## config.mk

```make
export PLATFORM = sky130hd
export DESIGN_NAME = reservation_station_pool_flat
export DESIGN_NICKNAME = d
export VERILOG_FILES = /design/src/rtl/reservation_station_pool_pkg.sv /design/src/rtl/reservation_station_pool_if.sv /design/src/rtl/reservation_station_pool_age_matrix.sv /design/src/rtl/reservation_station_pool.sv /design/src/flat_wrapper.sv
export SDC_FILE = /design/constraint.sdc
export NUM_CORES = 2
export LEC_CHECK = 0
export CORE_ASPECT_RATIO = 0.7
export CORE_MARGIN = 5
export CORE_UTILIZATION = 45
export CTS_BUF_LIST = sky130_fd_sc_hd__clkbuf_8
export DETAILED_ROUTE_END_ITERATION = 10
export PLACE_DENSITY = 0.67
export RECOVER_POWER = 50
export SYNTH_ARGS = -nofsm -noshare
export SYNTH_HDL_FRONTEND = slang
export SYNTH_HIERARCHICAL = 1
export SYNTH_SLANG_ARGS = --single-unit
```

## constraint.sdc

```tcl
create_clock -name clk -period 27.7 [get_ports clk]
set_clock_uncertainty 0.2 [all_clocks]
set_input_delay 8.31 -clock clk [delete_from_list [all_inputs] [get_ports clk]]
set_output_delay 8.31 -clock clk [all_outputs]
set_load 0.1 [all_outputs]
```

## src/rtl/reservation_station_pool_pkg.sv

```systemverilog
// rtl/reservation_station_pool_pkg.sv - shared types, sizes and operand helpers for the reservation station
// Contents: sizing localparams, opcode enum, dispatch word (res_word), issue word (alu_word),
// CDB slot (cdb_data), entry record (rs_entry_t), and source resolve/capture/bypass helpers.
package reservation_station_pool_pkg;

    localparam int RS_DEPTH = 4;
    localparam int ROB_TAGS = 8;
    localparam int TAG_W    = $clog2(ROB_TAGS);
    localparam int XLEN     = 32;
    localparam int OCC_W    = $clog2(RS_DEPTH + 1);

    typedef enum logic [6:0] {
        s_op_alu  = 7'b0110011,
        s_op_alui = 7'b0010011,
        s_op_lui  = 7'b0110111,
        s_op_jalr = 7'b1100111,
        s_op_br   = 7'b1100011
    } opcode_t;

    typedef struct packed {
        logic [TAG_W-1:0] tag;
        logic [XLEN-1:0]  data;
        logic             valid;
    } src_operand_t;

    typedef struct packed {
        opcode_t          opcode;
        logic [2:0]       funct3;
        logic [6:0]       funct7;
        src_operand_t     src1;
        src_operand_t     src2;
        logic [TAG_W-1:0] rd_tag;
        logic [XLEN-1:0]  pc;
    } res_word;

    typedef struct packed {
        opcode_t          opcode;
        logic [2:0]       funct3;
        logic [6:0]       funct7;
        logic [TAG_W-1:0] tag;
        logic [XLEN-1:0]  pc;
        logic [XLEN-1:0]  src1_data;
        logic [XLEN-1:0]  src2_data;
    } alu_word;

    typedef struct packed {
        logic [XLEN-1:0] data;
    } cdb_data;

    typedef cdb_data [ROB_TAGS-1:0] cdb_bus;

    typedef struct packed {
        logic    busy;
        res_word word;
    } rs_entry_t;

    // A source is usable this cycle if already captured or being broadcast now.
    function automatic logic src_resolved(src_operand_t s, logic [ROB_TAGS-1:0] calc);
        return s.valid | calc[s.tag];
    endfunction

    // Latch a broadcast result into a still-pending source.
    function automatic src_operand_t capture_src(src_operand_t s, logic [ROB_TAGS-1:0] calc, cdb_bus cdb);
        src_operand_t r = s;
        if (!s.valid && calc[s.tag]) begin
            r.data  = cdb[s.tag].data;
            r.valid = 1'b1;
        end
        return r;
    endfunction

    // Value seen by the FU: captured data, or the CDB slot bypassed when still pending.
    function automatic logic [XLEN-1:0] src_value(src_operand_t s, cdb_bus cdb);
        return s.valid ? s.data : cdb[s.tag].data;
    endfunction

endpackage

```

## src/rtl/reservation_station_pool_if.sv

```systemverilog
// rtl/reservation_station_pool_if.sv - dispatch, CDB snoop and issue signals of the reservation station
// slave  : the reservation station (consumes alloc/CDB/flush/issue_ready, drives the rest)
// master : the surrounding pipeline (dispatch, ROB, CDB and functional unit)
interface reservation_station_pool_if;
    import reservation_station_pool_pkg::*;

    logic                alloc_valid;
    res_word             alloc_word;
    logic                alloc_ready;
    cdb_bus              cdb;
    logic [ROB_TAGS-1:0] robs_calculated;
    logic [ROB_TAGS-1:0] invalidated_rob_n;
    logic                issue_valid;
    logic                issue_ready;
    alu_word             issue_data;
    logic                ld_pc_to_cdb;
    logic                update_br;
    logic                jalr_executed;
    logic [TAG_W-1:0]    jalr_tag;
    logic [OCC_W-1:0]    occupancy;
    logic                res_empty;

    modport slave (
        input  alloc_valid, alloc_word, cdb, robs_calculated, invalidated_rob_n, issue_ready,
        output alloc_ready, issue_valid, issue_data, ld_pc_to_cdb, update_br, jalr_executed,
               jalr_tag, occupancy, res_empty
    );

    modport master (
        output alloc_valid, alloc_word, cdb, robs_calculated, invalidated_rob_n, issue_ready,
        input  alloc_ready, issue_valid, issue_data, ld_pc_to_cdb, update_br, jalr_executed,
               jalr_tag, occupancy, res_empty
    );

endinterface

```

## src/rtl/reservation_station_pool_age_matrix.sv

```systemverilog
// rtl/reservation_station_pool_age_matrix.sv - DEPTH x DEPTH older-than matrix picking the oldest requester
// Ports: clk, rst (async, active-high); i_set_valid/i_set_idx mark an entry youngest;
// i_clear frees entries; i_req is the request mask; o_oldest is one-hot oldest requester (or 0).
module rs_age_matrix #(
    parameter int DEPTH = 4
) (
    input  logic                     clk,
    input  logic                     rst,
    input  logic                     i_set_valid,
    input  logic [$clog2(DEPTH)-1:0] i_set_idx,
    input  logic [DEPTH-1:0]         i_clear,
    input  logic [DEPTH-1:0]         i_req,
    output logic [DEPTH-1:0]         o_oldest
);

    // r_older[i][j] = 1: entry i was allocated before entry j.
    logic [DEPTH-1:0] r_older [DEPTH];

    always_ff @(posedge clk or posedge rst) begin
        if (rst) begin
            for (int i = 0; i < DEPTH; i++) begin
                r_older[i] <= '0;
            end
        end else begin
            for (int i = 0; i < DEPTH; i++) begin
                for (int j = 0; j < DEPTH; j++) begin
                    if (i_set_valid && j == int'(i_set_idx)) begin
                        r_older[i][j] <= (i != j) && !i_clear[i];
                    end else if (i_set_valid && i == int'(i_set_idx)) begin
                        r_older[i][j] <= 1'b0;
                    end else if (i_clear[i] || i_clear[j]) begin
                        r_older[i][j] <= 1'b0;
                    end
                end
            end
        end
    end

    // A requester wins when no other requester is older than it.
    always_comb begin
        o_oldest = '0;
        for (int j = 0; j < DEPTH; j++) begin
            o_oldest[j] = i_req[j];
            for (int i = 0; i < DEPTH; i++) begin
                if (i_req[i] && r_older[i][j]) begin
                    o_oldest[j] = 1'b0;
                end
            end
        end
    end

endmodule

```

## src/rtl/reservation_station_pool.sv

```systemverilog
// rtl/reservation_station_pool.sv - reservation station: CDB wakeup, oldest-ready issue, ROB-tag squash
// Ports: clk, rst (async, active-high); rs (slave modport) carrying alloc handshake, CDB array,
// robs_calculated/invalidated_rob_n vectors, issue handshake + issue_data, branch/jalr flags,
// occupancy and res_empty.
module reservation_station_pool (
    input  logic                       clk,
    input  logic                       rst,
    reservation_station_pool_if.slave  rs
);
    import reservation_station_pool_pkg::*;

    localparam int IDX_W = $clog2(RS_DEPTH);

    rs_entry_t        r_entry [RS_DEPTH];
    logic [RS_DEPTH-1:0] w_busy, w_ready, w_flushed, w_req, w_grant, w_freed;
    logic             w_full, w_alloc, w_issue_valid, w_fire, w_is_jalr, w_is_br;
    logic [IDX_W-1:0] w_alloc_idx;
    res_word          w_sel, w_alloc_word;
    alu_word          w_issue_data;

    always_comb begin
        w_busy    = '0;
        w_ready   = '0;
        w_flushed = '0;
        for (int k = 0; k < RS_DEPTH; k++) begin
            w_busy[k]    = r_entry[k].busy;
            w_ready[k]   = r_entry[k].busy
                         & src_resolved(r_entry[k].word.src1, rs.robs_calculated)
                         & src_resolved(r_entry[k].word.src2, rs.robs_calculated);
            w_flushed[k] = r_entry[k].busy & ~rs.invalidated_rob_n[r_entry[k].word.rd_tag];
        end
    end

    // Entries squashed this cycle may not be selected even if their operands are ready.
    assign w_req         = w_ready & ~w_flushed;
    assign w_issue_valid = |w_grant;
    assign w_fire        = w_issue_valid & rs.issue_ready;
    assign w_freed       = (w_fire ? w_grant : '0) | w_flushed;

    // Full is judged on current occupancy, so a same-cycle issue/flush does not open a slot.
    assign w_full  = &w_busy;
    assign w_alloc = rs.alloc_valid & ~w_full & rs.invalidated_rob_n[rs.alloc_word.rd_tag];

    always_comb begin
        w_alloc_idx = '0;
        for (int k = RS_DEPTH - 1; k >= 0; k--) begin
            if (!w_busy[k]) begin
                w_alloc_idx = IDX_W'(k);
            end
        end
    end

    always_comb begin
        w_alloc_word      = rs.alloc_word;
        w_alloc_word.src1 = capture_src(rs.alloc_word.src1, rs.robs_calculated, rs.cdb);
        w_alloc_word.src2 = capture_src(rs.alloc_word.src2, rs.robs_calculated, rs.cdb);
    end

    rs_age_matrix #(.DEPTH(RS_DEPTH)) u_age (
        .clk         (clk),
        .rst         (rst),
        .i_set_valid (w_alloc),
        .i_set_idx   (w_alloc_idx),
        .i_clear     (w_freed),
        .i_req       (w_req),
        .o_oldest    (w_grant)
    );

    always_ff @(posedge clk or posedge rst) begin
        if (rst) begin
            for (int k = 0; k < RS_DEPTH; k++) begin
                r_entry[k] <= '0;
            end
        end else begin
            for (int k = 0; k < RS_DEPTH; k++) begin
                if (w_alloc && w_alloc_idx == IDX_W'(k)) begin
                    r_entry[k].busy <= 1'b1;
                    r_entry[k].word <= w_alloc_word;
                end else if (w_freed[k]) begin
                    r_entry[k].busy <= 1'b0;
                end else if (w_busy[k]) begin
                    r_entry[k].word.src1 <= capture_src(r_entry[k].word.src1, rs.robs_calculated, rs.cdb);
                    r_entry[k].word.src2 <= capture_src(r_entry[k].word.src2, rs.robs_calculated, rs.cdb);
                end
            end
        end
    end

    always_comb begin
        w_sel = '0;
        for (int k = 0; k < RS_DEPTH; k++) begin
            if (w_grant[k]) begin
                w_sel = r_entry[k].word;
            end
        end
    end

    always_comb begin
        w_issue_data = '0;
        if (w_issue_valid) begin
            w_issue_data.opcode    = w_sel.opcode;
            w_issue_data.funct3    = w_sel.funct3;
            w_issue_data.funct7    = w_sel.funct7;
            w_issue_data.tag       = w_sel.rd_tag;
            w_issue_data.pc        = w_sel.pc;
            w_issue_data.src1_data = src_value(w_sel.src1, rs.cdb);
            w_issue_data.src2_data = src_value(w_sel.src2, rs.cdb);
        end
    end

    assign w_is_jalr = (w_sel.opcode == s_op_jalr);
    assign w_is_br   = (w_sel.opcode == s_op_br);

    assign rs.alloc_ready   = ~w_full;
    assign rs.issue_valid   = w_issue_valid;
    assign rs.issue_data    = w_issue_data;
    assign rs.ld_pc_to_cdb  = w_issue_valid & (w_is_jalr | w_is_br);
    assign rs.update_br     = w_issue_valid & w_is_br;
    assign rs.jalr_executed = w_fire & w_is_jalr;
    assign rs.jalr_tag      = w_issue_valid ? w_sel.rd_tag : '0;
    assign rs.occupancy     = OCC_W'($countones(w_busy));
    assign rs.res_empty     = ~|w_busy;

endmodule

```

## src/flat_wrapper.sv

```systemverilog
// flat-port wrapper written by rule: the top's interface ports become plain ports
module reservation_station_pool_flat import reservation_station_pool_pkg::*;
  (clk, rst, rs_alloc_valid, rs_alloc_word, rs_cdb, rs_robs_calculated, rs_invalidated_rob_n, rs_issue_ready, rs_alloc_ready, rs_issue_valid, rs_issue_data, rs_ld_pc_to_cdb, rs_update_br, rs_jalr_executed, rs_jalr_tag, rs_occupancy, rs_res_empty);
  reservation_station_pool_if rs_i ();
  input  logic clk;
  input  logic rst;
  input wire logic [$bits(rs_i.alloc_valid)-1:0] rs_alloc_valid;
  input wire logic [$bits(rs_i.alloc_word)-1:0] rs_alloc_word;
  input wire logic [$bits(rs_i.cdb)-1:0] rs_cdb;
  input wire logic [$bits(rs_i.robs_calculated)-1:0] rs_robs_calculated;
  input wire logic [$bits(rs_i.invalidated_rob_n)-1:0] rs_invalidated_rob_n;
  input wire logic [$bits(rs_i.issue_ready)-1:0] rs_issue_ready;
  output wire logic [$bits(rs_i.alloc_ready)-1:0] rs_alloc_ready;
  output wire logic [$bits(rs_i.issue_valid)-1:0] rs_issue_valid;
  output wire logic [$bits(rs_i.issue_data)-1:0] rs_issue_data;
  output wire logic [$bits(rs_i.ld_pc_to_cdb)-1:0] rs_ld_pc_to_cdb;
  output wire logic [$bits(rs_i.update_br)-1:0] rs_update_br;
  output wire logic [$bits(rs_i.jalr_executed)-1:0] rs_jalr_executed;
  output wire logic [$bits(rs_i.jalr_tag)-1:0] rs_jalr_tag;
  output wire logic [$bits(rs_i.occupancy)-1:0] rs_occupancy;
  output wire logic [$bits(rs_i.res_empty)-1:0] rs_res_empty;
  assign rs_i.alloc_valid = rs_alloc_valid;
  assign rs_i.alloc_word = rs_alloc_word;
  assign rs_i.cdb = rs_cdb;
  assign rs_i.robs_calculated = rs_robs_calculated;
  assign rs_i.invalidated_rob_n = rs_invalidated_rob_n;
  assign rs_i.issue_ready = rs_issue_ready;
  assign rs_alloc_ready = rs_i.alloc_ready;
  assign rs_issue_valid = rs_i.issue_valid;
  assign rs_issue_data = rs_i.issue_data;
  assign rs_ld_pc_to_cdb = rs_i.ld_pc_to_cdb;
  assign rs_update_br = rs_i.update_br;
  assign rs_jalr_executed = rs_i.jalr_executed;
  assign rs_jalr_tag = rs_i.jalr_tag;
  assign rs_occupancy = rs_i.occupancy;
  assign rs_res_empty = rs_i.res_empty;
  reservation_station_pool u_core (.clk(clk), .rst(rst), .rs(rs_i));
endmodule
```

==> run_results.csv <==
group,metric,value,unit
timing,final_hold_viol_count,0,
clock_network,clkTransAtPathRegs,60,ps
synth,synth_xor_area_frac,0,
global_routing,grt_usage,0.349,
global_routing,grt_pass1_wl,320000,µm
flow_run,cap_violations,10,
min_path,hp-class,"register to register",
final_layout,fillers,9982,
timing,fin_hold_ws,275,ps
final_layout,final_cells,6747,
power,cellLeakagePower,22.7,nW
worst_setup_path,rrSetupSlack,17510,ps
final_layout,fin_nets,5528,
power,ir_worst_vdd,0.151,mV
clock_network,ctsResizeCount,0,
power,clock_power_share,0.110,
synth,syn_inst,5175,
floorplanning,die_w,415,µm
place,placedCellCount,6555,
synth,synth_top_family_by_area,"multiplexers",
clock_network,cts_buffers,87,
power,power.switching,3.65,mW
synth,synth.distinct_cells,67,
clock_network,post-cts-setup-buffer-count,0,
drt,wirelength,222000,µm
worst_setup_path,reg2regPathDepth,5,
drt,ant_nets,0,
power,combPwrFrac,0.679,
drt,drcViolationCount,0,
run_status,violations,"capacitance limit, slew limit",
drt,firstDrtPassIters,7,
floorplanning,start_util,0.455,
timing,rsz0062_at_grt,"no",
synth,synth_area_per_cell,9.96,µm²
floorplanning,pin_count,528,
clock_network,cts_root_buf,"clkbuf_8",
timing,min_period_over_period,0.896,
global_routing,gr-total-overflow,0,
run_status,outcome,"finished, violations left",
drt,vias_per_cell,7.23,
synth,synthFlopType,"dfrtp_1",
clock_network,clock_latency,770,ps
global_routing,grt_pass1_vias,47277,
clock_network,cts_buffer_depth,3,
global_routing,top_usage_layer,"met2",
synth,yosys.area_share.simple,0.130,
global_routing,met2_usage,0.505,
synth,yosys_warnings,6,
synth,async_flop_share,1.00,
min_path,holdPathStages,2,
timing,max_slew_margin,-6.04,
global_routing,antenna_found_initial,51,
synth,synth_mux_area_frac,0.437,
min_path,min_to,"u_core/r_entry[117]",
synth,syn_area,0.0515,mm²
power,p_seq_frac,0.211,
synth,syn_nets,5581,
worst_setup_path,required,19190,ps
place,io_buffers,527,
timing,tns,0,ps
global_routing,gr-usage-met3,0.133,
synth,synth_fa_ha_area_frac,0.00160,
worst_setup_path,crit_type,"primary input to primary output",
global_routing,grt.met1_usage,0.455,
worst_setup_path,crit_path_max_fanout,72,
drt,drt_iter0_drc,8156,
worst_setup_path,critPathLaunchType,"primary input",
worst_setup_path,cp_data_arrival_time,16320,ps
timing,finalCriticalPeriod,24830,ps
clock_network,cts_hold_buffers,0,
timing,worst_pin_slew,10560,ps
clock_network,cts_tree,"done",
power,power.density,116,mW/mm²
drt,num_vias,48810,
power,switching_share,0.538,
floorplanning,row_count,103,
final_layout,drive_gt1_frac,0.246,
final_layout,fin_util,0.516,
floorplanning,core_area,0.113,mm²
worst_setup_path,end_kind,"primary output",
clock_network,cts_max_level,3,
floorplanning,die_area,0.122,mm²
synth,yosysSeqAreaShare,0.249,
timing,drv_slew,701,
timing,max_freq,40.3,MHz
worst_setup_path,r2r-end,"u_core/r_entry[153]",
drt,routedWlPerCell,33.0,µm
min_path,min_from,"u_core/r_entry[117]",
clock_network,cts.sinks,512,
power,p_int,3.13,mW
timing,setup_violations,0,
synth,synth-compound-area-share,0.117,
global_routing,grt_max_degree,187,
place,dp_hpwl,135000,µm
place,place_congestion,0.914,
floorplanning,fp.dieH,293,µm
synth,synth-seq-cells,512,
final_layout,syn2layout_area_growth,13.4,%
synth,synth_edf_count,0,
worst_setup_path,r2r-start,"u_core/r_entry[124]",
==> kinds of logic (layout without fill, tap and decap cells) <==
| group | Yosys count | in the layout |
|---|---|---|
| multiplexers | 1417 | 1417 |
| flip-flops | 512 | 512 |
| AO/OA/AOI/OAI | 868 | 868 |
| other | 0 | 34 |
| buffers and inverters | 802 | 818 |
| adder cells (fa/ha/maj) | 6 | 6 |
| AND/OR/NAND/NOR | 1570 | 1570 |
==> cell usage in the layout (no fill, tap or decap), drive strengths merged, types with 135 or more instances in the layout <==
master	count
o21ai	135
dfrtp	512
nand2	599
nand3	162
nor2	590
clkdlybuf4s50	519
mux2	374
mux4	630
a21oi	216
mux2i	413
==> Yosys cell counts, drive strengths merged, types with 16 or more instances <==
cell | count | area share
mux4 | 630 | 0.28
nand2 | 599 | 0.044
nor2 | 590 | 0.043
clkbuf | 536 | 0.039
dfrtp | 512 | 0.25
mux2i | 413 | 0.080
mux2 | 374 | 0.082
buf | 246 | 0.025
a21oi | 216 | 0.021
nand3 | 162 | 0.016
o21ai | 135 | 0.013
a221o | 134 | 0.026
nor2b | 88 | 0.011
a22oi | 79 | 0.012
a221oi | 77 | 0.013
o22ai | 61 | 0.0074
o31ai | 59 | 0.0086
nor4 | 58 | 0.0070
a211oi | 43 | 0.0063
o211ai | 33 | 0.0048
inv | 19 | 0.0014
nand3b | 16 | 0.0023
==> routing by layer <==
layer	up-vias	part of all wire
li1	19438	-
met1	24185	0.36
met2	4307	0.43
met3	860	0.16
met4	20	0.059
met5	-	0.00054
==> worst max-delay path by stage <==
stage / slack (ps) / from / to
final: 2870 / rs_robs_calculated[3] / rs_issue_data[45]
after global routing: 2550 / rs_robs_calculated[3] / rs_issue_data[15]
after CTS: 3080 / rs_robs_calculated[2] / rs_issue_data[15]
after detailed placement: 3080 / rs_robs_calculated[2] / rs_issue_data[15]
after global placement: 3270 / rs_robs_calculated[7] / rs_issue_data[15]
after floorplan: 1910 / rs_robs_calculated[3] / rs_update_br
==> layout make-up <==
type / count / area [µm²] / share of cell area
antenna: 34 / 85.1 / 0.00146
clock inverter: 49 / 325 / 0.00556
inverter: 20 / 76.3 / 0.00131
tap: 1522 / 1900 / 0.0326
timing repair buffer: 640 / 6090 / 0.104
sequential: 512 / 12900 / 0.220
multi-input combinational: 3861 / 35600 / 0.609
clock buffer: 109 / 1500 / 0.0257
==> metrics by stage <==
| step | area [µm²] | setup slack, ps | total power [mW] |
|---|---|---|---|
| global route | 58400 | 2550 | 7.00 |
| global placement | 56600 | 3270 | 5.81 |
| detailed placement | 56600 | 3080 | 5.88 |
| CTS | 58500 | 3080 | 6.64 |
| floorplan | 51500 | 1910 | 4.64 |
| finish | 58500 | 2870 | 6.79 |
==> sequential cells by signal (all words and copies together) (netlist names) <==
signal and flops:
u_core/r_entry 500, u_core/u_age/r_older 12
==> critical path, cell delays in order <==
cell             delay, ps
clkdlybuf4s50_1        670
mux4_2                 300
mux2_2                 190
nor2_1                  50
a2111oi_0             1030
and3_4                 760
buf_4                  770
mux2i_1                340
o2bb2ai_4              760
buf_4                  500
nor2_1                 200
a221o_1                340
a211oi_1               760
clkdlybuf4s50_1       1290
==> power by group through the flow <==
stage	clock (mW)	combinational (mW)	sequential, mW
global placement	0	4.40	1.40
finish	0.748	4.60	1.43
detailed placement	0	4.47	1.42
floorplan	0	3.46	1.18
global route	0.787	4.76	1.46
CTS	0.751	4.47	1.41
No activity file was read; power rests on OpenSTA's default activity.
